**src/rtl/alu_seq.sv**
```systemverilog
// Registered, handshaked Hack ALU with carry/overflow flags and an optional
// multi-cycle shift-add multiply mode.
module alu_seq #(
  parameter int WIDTH  = 16,
  parameter int MUL_EN = 1
) (
  input  logic             clk,
  input  logic             rst_n,
  input  logic             in_valid,
  output logic             in_ready,
  input  logic [WIDTH-1:0] x,
  input  logic [WIDTH-1:0] y,
  input  logic             zx,
  input  logic             nx,
  input  logic             zy,
  input  logic             ny,
  input  logic             f,
  input  logic             no,
  input  logic             mul,
  output logic             out_valid,
  input  logic             out_ready,
  output logic [WIDTH-1:0] out,
  output logic             zr,
  output logic             ng,
  output logic             cy,
  output logic             ov
);

  // state | meaning
  // IDLE  | accepting ops; hack ops complete on the accepting edge
  // MUL   | shift-add multiply in progress, one partial product per edge
  typedef enum logic {IDLE, MUL} state_t;

  localparam int CW = $clog2(WIDTH);

  state_t           state_q, state_d;
  logic [CW-1:0]    count_q, count_d;
  logic [WIDTH-1:0] mcand_q, mcand_d;
  logic [WIDTH-1:0] mplier_q, mplier_d;
  logic [WIDTH-1:0] acc_q, acc_d;
  logic             no_q, no_d;
  logic [WIDTH-1:0] out_q, out_d;
  logic             zr_q, zr_d, ng_q, ng_d, cy_q, cy_d, ov_q, ov_d;
  logic             out_valid_q, out_valid_d;

  logic [WIDTH-1:0] xp, yp, hack_pre, hack_r, acc_sum, mul_r;
  logic [WIDTH:0]   sum;
  logic             hack_cy, hack_ov, mul_sel, accept;

  always_comb begin
    xp = zx ? '0 : x;
    if (nx) xp = ~xp;
    yp = zy ? '0 : y;
    if (ny) yp = ~yp;
  end

  assign sum      = {1'b0, xp} + {1'b0, yp};
  assign hack_pre = f ? sum[WIDTH-1:0] : (xp & yp);
  assign hack_r   = no ? ~hack_pre : hack_pre;
  assign hack_cy  = f & sum[WIDTH];
  assign hack_ov  = f & (xp[WIDTH-1] == yp[WIDTH-1]) & (sum[WIDTH-1] != xp[WIDTH-1]);

  // Low half of the product is sign-agnostic, so a plain unsigned shift-add suffices.
  assign acc_sum  = acc_q + (mplier_q[0] ? mcand_q : '0);
  assign mul_r    = no_q ? ~acc_sum : acc_sum;

  assign mul_sel  = (MUL_EN != 0) && mul;
  assign in_ready = rst_n && (state_q == IDLE) && (!out_valid_q || out_ready);
  assign accept   = in_valid && in_ready;

  always_comb begin
    state_d     = state_q;
    count_d     = count_q;
    mcand_d     = mcand_q;
    mplier_d    = mplier_q;
    acc_d       = acc_q;
    no_d        = no_q;
    out_d       = out_q;
    zr_d        = zr_q;
    ng_d        = ng_q;
    cy_d        = cy_q;
    ov_d        = ov_q;
    out_valid_d = out_valid_q;

    if (out_valid_q && out_ready) out_valid_d = 1'b0;

    case (state_q)
      IDLE: begin
        if (accept) begin
          if (mul_sel) begin
            mcand_d     = xp;
            mplier_d    = yp;
            no_d        = no;
            acc_d       = '0;
            count_d     = CW'(WIDTH - 1);
            state_d     = MUL;
            out_valid_d = 1'b0;
          end else begin
            out_d       = hack_r;
            zr_d        = ~|hack_r;
            ng_d        = hack_r[WIDTH-1];
            cy_d        = hack_cy;
            ov_d        = hack_ov;
            out_valid_d = 1'b1;
          end
        end
      end
      MUL: begin
        acc_d    = acc_sum;
        mcand_d  = {mcand_q[WIDTH-2:0], 1'b0};
        mplier_d = {1'b0, mplier_q[WIDTH-1:1]};
        if (count_q == '0) begin
          out_d       = mul_r;
          zr_d        = ~|mul_r;
          ng_d        = mul_r[WIDTH-1];
          cy_d        = 1'b0;
          ov_d        = 1'b0;
          out_valid_d = 1'b1;
          state_d     = IDLE;
        end else begin
          count_d = count_q - CW'(1);
        end
      end
      default: state_d = IDLE;
    endcase
  end

  always_ff @(posedge clk or negedge rst_n) begin
    if (!rst_n) begin
      state_q     <= IDLE;
      count_q     <= '0;
      mcand_q     <= '0;
      mplier_q    <= '0;
      acc_q       <= '0;
      no_q        <= 1'b0;
      out_q       <= '0;
      zr_q        <= 1'b0;
      ng_q        <= 1'b0;
      cy_q        <= 1'b0;
      ov_q        <= 1'b0;
      out_valid_q <= 1'b0;
    end else begin
      state_q     <= state_d;
      count_q     <= count_d;
      mcand_q     <= mcand_d;
      mplier_q    <= mplier_d;
      acc_q       <= acc_d;
      no_q        <= no_d;
      out_q       <= out_d;
      zr_q        <= zr_d;
      ng_q        <= ng_d;
      cy_q        <= cy_d;
      ov_q        <= ov_d;
      out_valid_q <= out_valid_d;
    end
  end

  assign out       = out_q;
  assign zr        = zr_q;
  assign ng        = ng_q;
  assign cy        = cy_q;
  assign ov        = ov_q;
  assign out_valid = out_valid_q;

endmodule

```
**config.mk**
```make
export PLATFORM = sky130hd
export DESIGN_NAME = alu_seq
export DESIGN_NICKNAME = d
export VERILOG_FILES = /design/src/rtl/alu_seq.sv
export SDC_FILE = /design/constraint.sdc
export NUM_CORES = 1
export LEC_CHECK = 0
export CAP_MARGIN = 20
export CORE_MARGIN = 10
export CORE_UTILIZATION = 59
export DETAILED_ROUTE_END_ITERATION = 10
export PLACE_DENSITY = 0.82
export REMOVE_ABC_BUFFERS = 1
export SKIP_CTS_REPAIR_TIMING = 1
export SYNTH_ARGS = -nofsm -noshare
export SYNTH_HDL_FRONTEND = slang
export SYNTH_SLANG_ARGS = --single-unit
```
**constraint.sdc**
```tcl
create_clock -name clk -period 4.5 [get_ports clk]
set_input_delay 0.45 -clock clk [delete_from_list [all_inputs] [get_ports clk]]
set_output_delay 0.45 -clock clk [all_outputs]
set_load 0.01 [all_outputs]
```
== After elaboration in Yosys (flattened, before gate mapping) ==
Index checks and enable logic that the tools add are counted.
Cells by class
  add/sub/neg operators: 3
  multiply operators: 0
  div/mod/pow operators: 0
  magnitude comparators: 0
  eq/ne operators: 7
  shifts and indexed selects: 0
  mux-type cells: 49
  bitwise gates (word level): 9
  reduce and logical (&&, ||, !) cells: 15
Operator list (number)
  16-bit two-way mux: 17
  16-bit case mux with 2 select lines: 4
  16-bit inverter: 4
  16-bit OR reduction: 2
  1-bit two-way mux: 18
  16-bit by 16-bit adder with 17-bit output: 1
  16-bit adder: 1
  16-bit AND: 1
  4-bit two-way mux: 3
  1-bit case mux with 2 select lines: 6
  3-bit AND reduction: 3
  2-bit != test, second input constant: 4
  4-bit case mux with 2 select lines: 1
  1-bit logical AND: 4
  4-bit zero test: 1
  4-bit by 1-bit subtractor with 4-bit output, second input constant: 1
  1-bit AND: 3
  1-bit zero test: 3
  2-bit by 1-bit != test with 1-bit output, second input constant: 1
  2-bit AND reduction: 1
  1-bit equality test: 1
  1-bit logical OR: 1
  1-bit != test: 1
  1-bit inverter: 1
Storage, ports and cells
  bits in registers: 75
  latch bits: 0
  bits in writable memories: 0
  memory bits (read-only): 0
  input bits: 43
  output and inout bits: 22
  word-level logic and storage cells: 95
  memories: 0

== Depth between registers and ports, before layout ==
Gate-level depths: netlist of the first run.
  depth after elaboration: 12
  gate-level depth with buffers: 16

== Least setup slack after synthesis of the first run ==
OpenSTA, ideal clock, no wires.
  path type: input to register
  start: in ny
  end: reg out_q[14] (netlist: out[14])
  library setup time: 0.125 ns
  data arrival time: 3.875 ns
  data required time: 4.375 ns
  path slack: 0.501 ns
  stages: 14
  buffers on the path: 2
  cells stage by stage: buf_4 > buf_1 > xnor2_1 > ha_1 > inv_1 > fa_1 > or4_4 > nand3_1 > nand4b_1 > a31oi_1 > mux2_2 > o211ai_1 > o21ai_0 > mux2_2
Between the ends
  word-level cells in the longest chain between the ends: 8
Ends and longest elaborated chain
  from (decl): RTL line 16  | input logic ny,
  16-bit two-way mux (*): RTL line 54  | if (ny) yp = ~yp;
  16-bit by 16-bit adder with 17-bit output or 16-bit AND (tied branches): RTL line 57, 58
  16-bit two-way mux (*): RTL line 58  | assign hack_pre = f ? sum[WIDTH-1:0] : (xp & yp);
  16-bit inverter: RTL line 59  | assign hack_r = no ? ~hack_pre : hack_pre;
  16-bit two-way mux (*): RTL line 59
  16-bit two-way mux (*): RTL line 90  | if (mul_sel) begin
  16-bit two-way mux (*): RTL line 89  | if (accept) begin
  16-bit case mux with 2 select lines (*): RTL line 87  | case (state_q)
  to (signal assigned): RTL line 149  | out_q <= out_d;
  to (decl): RTL line 42  | logic [WIDTH-1:0] out_q, out_d;
Mark *: on every way between the ends. The rest lies on a longest branch, timed or not. The select of a mux whose other input is x is not followed.
A chain may end at the register's enable or synchronous reset.

== Worst setup path in the final report of the first run ==
  start: in zx
  end: reg out_q[14] (netlist: out[14])
Between the ends
  word-level cells in the longest chain between the ends: 10
Ends and longest elaborated chain
  from (decl): RTL line 13  | input logic zx,
  16-bit two-way mux (*): RTL line 51  | xp = zx ? '0 : x;
  16-bit inverter: RTL line 52  | if (nx) xp = ~xp;
  16-bit two-way mux (*): RTL line 52
  16-bit by 16-bit adder with 17-bit output or 16-bit AND (tied branches): RTL line 57, 58
  16-bit two-way mux (*): RTL line 58
  16-bit inverter: RTL line 59
  16-bit two-way mux (*): RTL line 59
  16-bit two-way mux (*): RTL line 90
  16-bit two-way mux (*): RTL line 89
  16-bit case mux with 2 select lines (*): RTL line 87
Marks and branches as above.

==> results of run 1 <==
flip-flops by register name (all words and copies together), names as in the netlist:
register,cells
ov,1
no_q,1
out_valid,1
count_q,4
mcand_q,16
mplier_q,16
state_q,1
out,16
zr,1
cy,1
acc_q,16
power by group through the flow:
stage / logic (mW) / clock network [mW] / registers, mW
2_1_floorplan: 1.17 / 0 / 1.20
3_3_place_gp: 1.81 / 0 / 1.14
3_5_place_dp: 1.87 / 0 / 1.15
4_1_cts: 1.89 / 0.547 / 1.14
5_1_grt: 2.10 / 0.570 / 1.18
6_report: 1.90 / 0.538 / 1.14
area by class of cell:
cell class / count / area [sq um] / area share, %
flip-flops and latches: 74 / 1850 / 24.8
repair buffers: 83 / 796 / 10.6
well taps: 140 / 175 / 2.34
multi-input cells: 645 / 4400 / 58.9
clock inverters: 5 / 56.3 / 0.753
clock buffers: 11 / 131 / 1.76
inverters: 17 / 63.8 / 0.853
how the worst max path moves through the flow:
stage / slack (ns) / to / depth (start not counted) / start
final: 0.38 / out[14] / 14 / zx
after global routing: 0.14 / zr / 13 / mplier_q[0]
after CTS: 0.44 / out[14] / 14 / zx
after detailed placement: 0.05 / out[14] / 14 / zx
after global placement: 0.15 / out[14] / 14 / zx
after floorplan: 0.47 / mcand_q[10] / 4 / state_q
stage by stage:
| stage | utilization, % | area (sq um) | worst slack (ns) | power, mW | cells |
|---|---|---|---|---|---|
| finish | 69.3 | 7480 | 0.380 | 3.57 | 975 |
| CTS | 69.2 | 7470 | 0.435 | 3.57 | 974 |
| floorplan | - | 6310 | 0.475 | 2.37 | 736 |
| detailed placement | 67.4 | 7280 | 0.0467 | 3.02 | 958 |
| global route | 69.3 | 7480 | 0.145 | 3.84 | 975 |
| global placement | 67.4 | 7280 | 0.145 | 2.95 | 958 |
synth_stat cells (5+ instances only):
cell type / count
sky130_fd_sc_hd__dfrtp_1: 74
sky130_fd_sc_hd__a21o_1: 13
sky130_fd_sc_hd__mux2i_1: 31
sky130_fd_sc_hd__nor2_1: 50
sky130_fd_sc_hd__inv_1: 17
sky130_fd_sc_hd__nand2b_1: 23
sky130_fd_sc_hd__o21bai_1: 5
sky130_fd_sc_hd__xor2_1: 31
sky130_fd_sc_hd__xnor2_1: 59
sky130_fd_sc_hd__nor2b_1: 20
sky130_fd_sc_hd__a211oi_1: 6
sky130_fd_sc_hd__or3_1: 6
sky130_fd_sc_hd__nand4b_1: 5
sky130_fd_sc_hd__a221o_1: 6
sky130_fd_sc_hd__a21oi_1: 29
sky130_fd_sc_hd__ha_1: 33
sky130_fd_sc_hd__and3_1: 7
sky130_fd_sc_hd__clkbuf_1: 27
sky130_fd_sc_hd__nand2_1: 107
sky130_fd_sc_hd__nor4_1: 5
sky130_fd_sc_hd__and2_1: 20
sky130_fd_sc_hd__nand3_1: 21
sky130_fd_sc_hd__buf_1: 10
sky130_fd_sc_hd__o21ai_0: 59
sky130_fd_sc_hd__o211ai_1: 5
sky130_fd_sc_hd__nand4_1: 7
sky130_fd_sc_hd__nor3_1: 16
sky130_fd_sc_hd__mux2_2: 6
logic make-up after synthesis:
kind of cell | Yosys count
buffers and inverters | 59
XOR/XNOR | 92
adder cells (fa/ha/maj) | 35
AO/OA/AOI/OAI | 176
flip-flops | 74
multiplexers | 37
AND/OR/NAND/NOR | 305
worst min-delay path, stage by stage, from the launching register on:
cell and delay (ns):
sky130_fd_sc_hd__dfrtp_1 0.35, sky130_fd_sc_hd__nand2_1 0.05, sky130_fd_sc_hd__nand2_1 0.05
layer usage:
layer	vias to the layer above	track usage [%]	wire length [um]
met5	-	0	0
met4	0	8.60	388
met3	28	3.70	913
met2	179	36.9	8260
met1	2788	27.8	7890
li1	2861	-	-
==> implementation parameters, run 1 <==
Parameter                              Value

Yosys
  Yosys top cell area share ... around 29%
  Flip-flop and latch count after synthesis ... 74
  Synth area leader ... sky130_fd_sc_hd__dfrtp_1
  Proportion of register bits with asynchronous set or reset after synthesis ... 100%
  Mux contribution to synthesized area ... about 5.8%
  Number of flops mapped to enable cells by yosys ... 0
  Register area share after synthesis ... 28.6%
  Simple-Gate Fraction of Synth Area ... 23.4%
  Post-Synthesis Mean Instance Area ... about 8.3 sq um
  Main combinational cell family by area after synthesis ... simple AND/OR/NAND/NOR gates
  Adder and majority cell fraction of the synthesized area ... between 6 and 7%
  Top FF cell, synth ... sky130_fd_sc_hd__dfrtp_1
  Synth cell types ... 73
  Post-Syn Area ... about 0.0065 sq mm
  Instance count of the mapped netlist ... approximately 800
  Share of the synthesized area in compound gates (AO/OA/AOI/OAI) ... approximately a fifth
  Top cells by area, synth ... sky130_fd_sc_hd__dfrtp_1, sky130_fd_sc_hd__xnor2_1, sky130_fd_sc_hd__ha_1, sky130_fd_sc_hd__nand2_1, sky130_fd_sc_hd__mux2i_1
  Area share of xor/xnor cells in the synthesized design ... 12.8%
  Yosys warning count ... 0

CTS
  Htree depth ... 3
  Clk root buf ... sky130_fd_sc_hd__clkbuf_8
  Cts bufs inserted ... 9
  Sinks on Clock Net ... 74
  Register clock-pin slew on the reported worst setup and hold paths ... 0.09 ns
  Worst-case clock buffer depth ... 2
  Clock insertion delay at the later pin of the skew report ... 0.38 ns
  CTS tree ... done

Timing
  Final period utilization ... between 90% and 100%
  Slew Limit Headroom ... 35.5%
  Min Tclk post-route ... a little over 4 ns
  RSZ-0062 raised after global routing ... false
  Peak clock frequency supported by timing ... 243 MHz
  Max-slew violation count ... 0
  Final worst hold slack ... roughly 0.47 ns
  Total Negative Setup Slacks ... 0 ns
  Tightest Pin Transition ... 0.968 ns
  Final setup vio count ... 0
  Final Skew ... approximately 0.011 ns
  Final number of hold-violating endpoints ... 0

Run status
  Status ... complete, no violations

Power and ir drop
  Net switching component of the power ... ~1.6 mW
  Leakage Power ... about 3.4 nW
  VDD IR-drop max ... 0.000305 V
  Sequential share of power ... about a third
  Portion of total power attributed to combinational logic ... between 50% and 60%
  Share of total power in the clock network ... about 15%
  Internal Power ... roughly 2.0 mW
  Power per standard cell area ... ~480 mW/mm^2
  Net switching share of the total power ... between 40% and 50%

Routing
  DRT iter0 DRCs ... 581
  DRT Wirelength ... about 17,000 um
  1st-pass router iterations ... 6
  Detail-routed net length per standard cell ... between 15 and 20 um
  Via-per-instance ratio ... 6.01
  Detailed-route DRC error count ... 0
  Routed via count ... around 6,000
  Count of antenna-violating nets left after detailed routing ... 0

Floorplanning
  Top-level I/O count ... 65
  Starting Density ... 60.1%
  Die area ... between 0.015 and 0.02 sq mm
  Site Rows ... 38
  Die Height ... 125 um
  Die extent in x ... between 100 and 150 um
  Core area ... 0.0108 sq mm

Critical path
  Endpoint type of the worst setup path ... flop
  CP Cell Sequence ... clkdlybuf4s50_1 > nand2b_1 > xnor2_1 > ha_1 > inv_1 > fa_1 > or4_4 > nand3_1 > nand4b_1 > a31oi_1 > mux2_2 > o211ai_1 > o21ai_0 > mux2_2
  Crit Reg-Reg Startpoint ... mplier_q[0]
  Gate family responsible for the most delay along the worst path ... simple AND/OR/NAND/NOR gates
  Arrival time worst endpoint ... 4.40 ns
  Cell at the slowest stage of the critical path ... sky130_fd_sc_hd__clkdlybuf4s50_1
  Largest fanout on the critical path ... 9
  Required time of the critical path ... 4.78 ns
  Worst reg-to-reg path cell count ... 13
  Reg-to-reg setup timing slack ... between 0.4 and 0.5 ns
  Cell type with the highest occurrence count on the critical path ... sky130_fd_sc_hd__mux2_2
  Number of buffer and inverter instances along the worst setup path ... 2
  Crit path largest cell delay ... approximately 0.63 ns
  Nature of the critical path startpoint ... primary input
  RR Endpoint ... zr
  Classification of the worst setup path ... in -> reg

Hold path
  Worst min-delay path endpoint ... out[0]
  Hold path cells ... 2
  Worst Hold Class ... reg -> reg
  Worst Hold Launch ... out[0]

Cells and area
  Commonest non-fill, non-tap cells in the layout ... sky130_fd_sc_hd__nand2_1, sky130_fd_sc_hd__dfrtp_1, sky130_fd_sc_hd__clkdlybuf4s50_1
  Area overhead of the layout relative to synthesis ... 15.3%
  Commonest non-fill, non-tap cell in the layout ... sky130_fd_sc_hd__nand2_1
  Proportion of layout cells with a drive suffix above 1 ... 6.71%
  Final layout net count ... between 900 and 1,000
  Count of filler cells inserted in the layout ... 863
  Number of diodes ... 0

Global routing
  First-pass GRT wire length ... between 20,000 and 30,000 um
  Remaining global-route overflow ... 0
  Vias in the first global route ... just under 6,000
  Number of antenna violations at the first check in global routing ... 0
  Largest net degree at the start of global routing ... between 70 and 80
  Total global routing track utilization ... 22.1%

Job
  Number of max-capacitance violations reported ... 0

Placement
  HPWL reported at the end of detailed placement ... approximately 13,000 um
  Number of I/O port buffers ... 64
  Routability congestion estimate ... about 0.93
(Power assumes the default switching activity.)
==> run 2, diff against run 1 <==
--- a/config.mk
+++ b/config.mk
@@ -7,11 +7,13 @@
 export LEC_CHECK = 0
 export CAP_MARGIN = 20
 export CORE_MARGIN = 10
-export CORE_UTILIZATION = 59
+export CORE_UTILIZATION = 61
 export DETAILED_ROUTE_END_ITERATION = 10
-export PLACE_DENSITY = 0.82
+export DONT_BUFFER_PORTS = 1
+export PLACE_DENSITY = 0.77
 export REMOVE_ABC_BUFFERS = 1
 export SKIP_CTS_REPAIR_TIMING = 1
 export SYNTH_ARGS = -nofsm -noshare
 export SYNTH_HDL_FRONTEND = slang
 export SYNTH_SLANG_ARGS = --single-unit
+export TNS_END_PERCENT = 10
==> run 2 against run 1 <==
Effect of this change: critical path depth decreased by 1; clock power increased by 2%; global-route usage decreased by 0.27 points; register-to-register slack improved by 0.31 ns; final cell count decreased by 8.2%; hold slack got worse by 0.23 ns; wire length decreased by 5.7%; flip-flop and latch count unchanged; final area decreased by 9.6%; power decreased by 6.6%; sequential share of layout area increased by 2.6 points; core utilization decreased by 3.8 points.
==> implementation parameters, run 2 (synthesis results as in run 1) <==
Parameter                              Value

Critical path
  Crit path largest cell delay ... about 0.53 ns
  Reg-to-reg setup timing slack ... 0.75 ns
  Worst reg-to-reg path cell count ... 13
  Required time of the critical path ... around 4.8 ns
  Crit Reg-Reg Startpoint ... mplier_q[0]
  RR Endpoint ... zr
  Cell at the slowest stage of the critical path ... sky130_fd_sc_hd__dfrtp_1
  Nature of the critical path startpoint ... flop
  CP Cell Sequence ... and2_1 > ha_1 > fa_1 > a21o_1 > a21oi_1 > o21ai_0 > a41oi_1 > o21ai_0 > a211oi_1 > nor4_1 > a41o_1 > a32oi_1 > o21ai_1
  Arrival time worst endpoint ... 4.01 ns
  Classification of the worst setup path ... reg -> reg
  Endpoint type of the worst setup path ... flop
  Largest fanout on the critical path ... 17
  Cell type with the highest occurrence count on the critical path ... sky130_fd_sc_hd__o21ai_0

Placement
  Pre-CTS setup slack ... roughly 0.62 ns
  Number of I/O port buffers ... 0
  Routability congestion estimate ... 0.942
  HPWL reported at the end of detailed placement ... around 12,000 um

Cells and area
  Final design utilization ... roughly 65%
  Area overhead of the layout relative to synthesis ... 4.28%
  Final layout net count ... 832
  Number of diodes ... 0
  Proportion of layout cells with a drive suffix above 1 ... between 5 and 6%
  Commonest non-fill, non-tap cells in the layout ... sky130_fd_sc_hd__nand2_1, sky130_fd_sc_hd__dfrtp_1, sky130_fd_sc_hd__xnor2_1, sky130_fd_sc_hd__o21ai_0, sky130_fd_sc_hd__nor2_1
  Commonest non-fill, non-tap cell in the layout ... sky130_fd_sc_hd__nand2_1

CTS
  Cts bufs inserted ... 9
  CTS tree ... done
  Clock insertion delay at the later pin of the skew report ... approximately 0.37 ns
  Clk root buf ... sky130_fd_sc_hd__clkbuf_8
  Htree depth ... 3
  Sinks on Clock Net ... 74
  Worst-case clock buffer depth ... 2
  Register clock-pin slew on the reported worst setup and hold paths ... ~0.080 ns

Routing
  1st-pass router iterations ... 5
  Count of antenna-violating nets left after detailed routing ... 0
  DRT Wirelength ... 16,500 um
  Routed via count ... about 5,600
  Detail-routed net length per standard cell ... roughly 18 um
  Detailed-route DRC error count ... 0
  Via-per-instance ratio ... about 6.3
  DRT iter0 DRCs ... about 430

Job
  Number of max-capacitance violations reported ... 0

Hold path
  Hold path cells ... 2
  Worst Hold Class ... in -> reg
  Worst Hold Launch ... f
  Worst min-delay path endpoint ... ov

Global routing
  Number of antenna violations at the first check in global routing ... 0
  First-pass GRT wire length ... ~27,000 um
  Vias in the first global route ... between 5,000 and 6,000
  Remaining global-route overflow ... 0
  Total global routing track utilization ... a little over a fifth
  Largest net degree at the start of global routing ... slightly below 80

Timing
  Final number of hold-violating endpoints ... 0
  PnR worst setup slack ... around 0.75 ns
  Final Skew ... between 0.01 and 0.015 ns
  Slew Limit Headroom ... 36.1%
  Min Tclk post-route ... roughly 3.8 ns
  Max-slew violation count ... 0
  Peak clock frequency supported by timing ... 266 MHz
  Tightest Pin Transition ... around 0.96 ns
  Final period utilization ... about 83%
  Final setup vio count ... 0
  RSZ-0062 raised after global routing ... false
  Total Negative Setup Slacks ... 0 ns

Floorplanning
  Top-level I/O count ... 65
  Die area ... ~0.015 sq mm
  Core area ... just over 0.01 sq mm
  Site Rows ... 37
  Die Height ... 123 um
  Starting Density ... 62.8%
  Die extent in x ... between 100 and 150 um

Power and ir drop
  VDD IR-drop max ... 0.000464 V
  Leakage Power ... 3.08 nW
  Power per standard cell area ... 494 mW/mm^2

Run status
  Status ... complete, no violations
run 2: changes by cell type in the layout (fill, tap and decap cells not counted), sizes merged:
cell / previous run / this run
clkdlybuf4s50: 63 / 0
buf: 19 / 6
clkbuf: 11 / 14
clkinv: 3 / 1
clkinvlp: 1 / 0
run 2: cell type report:
| class | instances | area, sq um |
|---|---|---|
| multi-input combinational | 645 | 4400 |
| fill | 831 | 3560 |
| sequential | 74 | 1850 |
| tap | 136 | 170 |
| clock buffer | 14 | 163 |
| timing repair buffer | 7 | 75.1 |
| inverter | 17 | 63.8 |
| clock inverter | 2 | 35.0 |
run 2: worst max-delay path by stage:
stage	from	to	slack (ns)	cells after the start
finish	mplier_q[0]	zr	0.75	13
global route	mplier_q[0]	zr	0.32	13
CTS	mplier_q[0]	zr	0.73	13
detailed placement	zx	out[14]	0.62	13
global placement	zy	out[14]	0.71	13
floorplan	state_q	mcand_q[10]	0.47	4
run 2: report_power, final:
group          total [mW]  switching, mW  internal, mW
logic                1.59          0.928         0.666
registers            1.19          0.272         0.921
clock network       0.550          0.263         0.287
total                3.34           1.46          1.87
run 2: through the flow:
| stage | hold WS (ns) | cells | instance area [sq um] | total power [mW] |
|---|---|---|---|---|
| after floorplan | 0.154 | 736 | 6310 | 2.37 |
| after global placement | 0.158 | 877 | 6530 | 2.70 |
| after detailed placement | 0.158 | 877 | 6530 | 2.76 |
| after CTS | -0.253 | 893 | 6720 | 3.32 |
| after global routing | 0.233 | 895 | 6760 | 3.60 |
| final | 0.242 | 895 | 6760 | 3.34 |
run 2: metal layers:
layer | track usage (%) | up-vias | part of all wire, %
met5 | 0 | - | 0
li1 | - | 2709 | -
met3 | 4.19 | 22 | 6.8
met2 | 35.0 | 211 | 47
met1 | 28.9 | 2704 | 45
met4 | 7.79 | 0 | 1.8
run 2: worst max-delay path, delay by kind of cell, from the launching register on:
family	cells	cell delay, ns
simple gates	2	0.36
compound gates	9	2.12
flops	1	0.53
fa+ha+maj	2	0.62
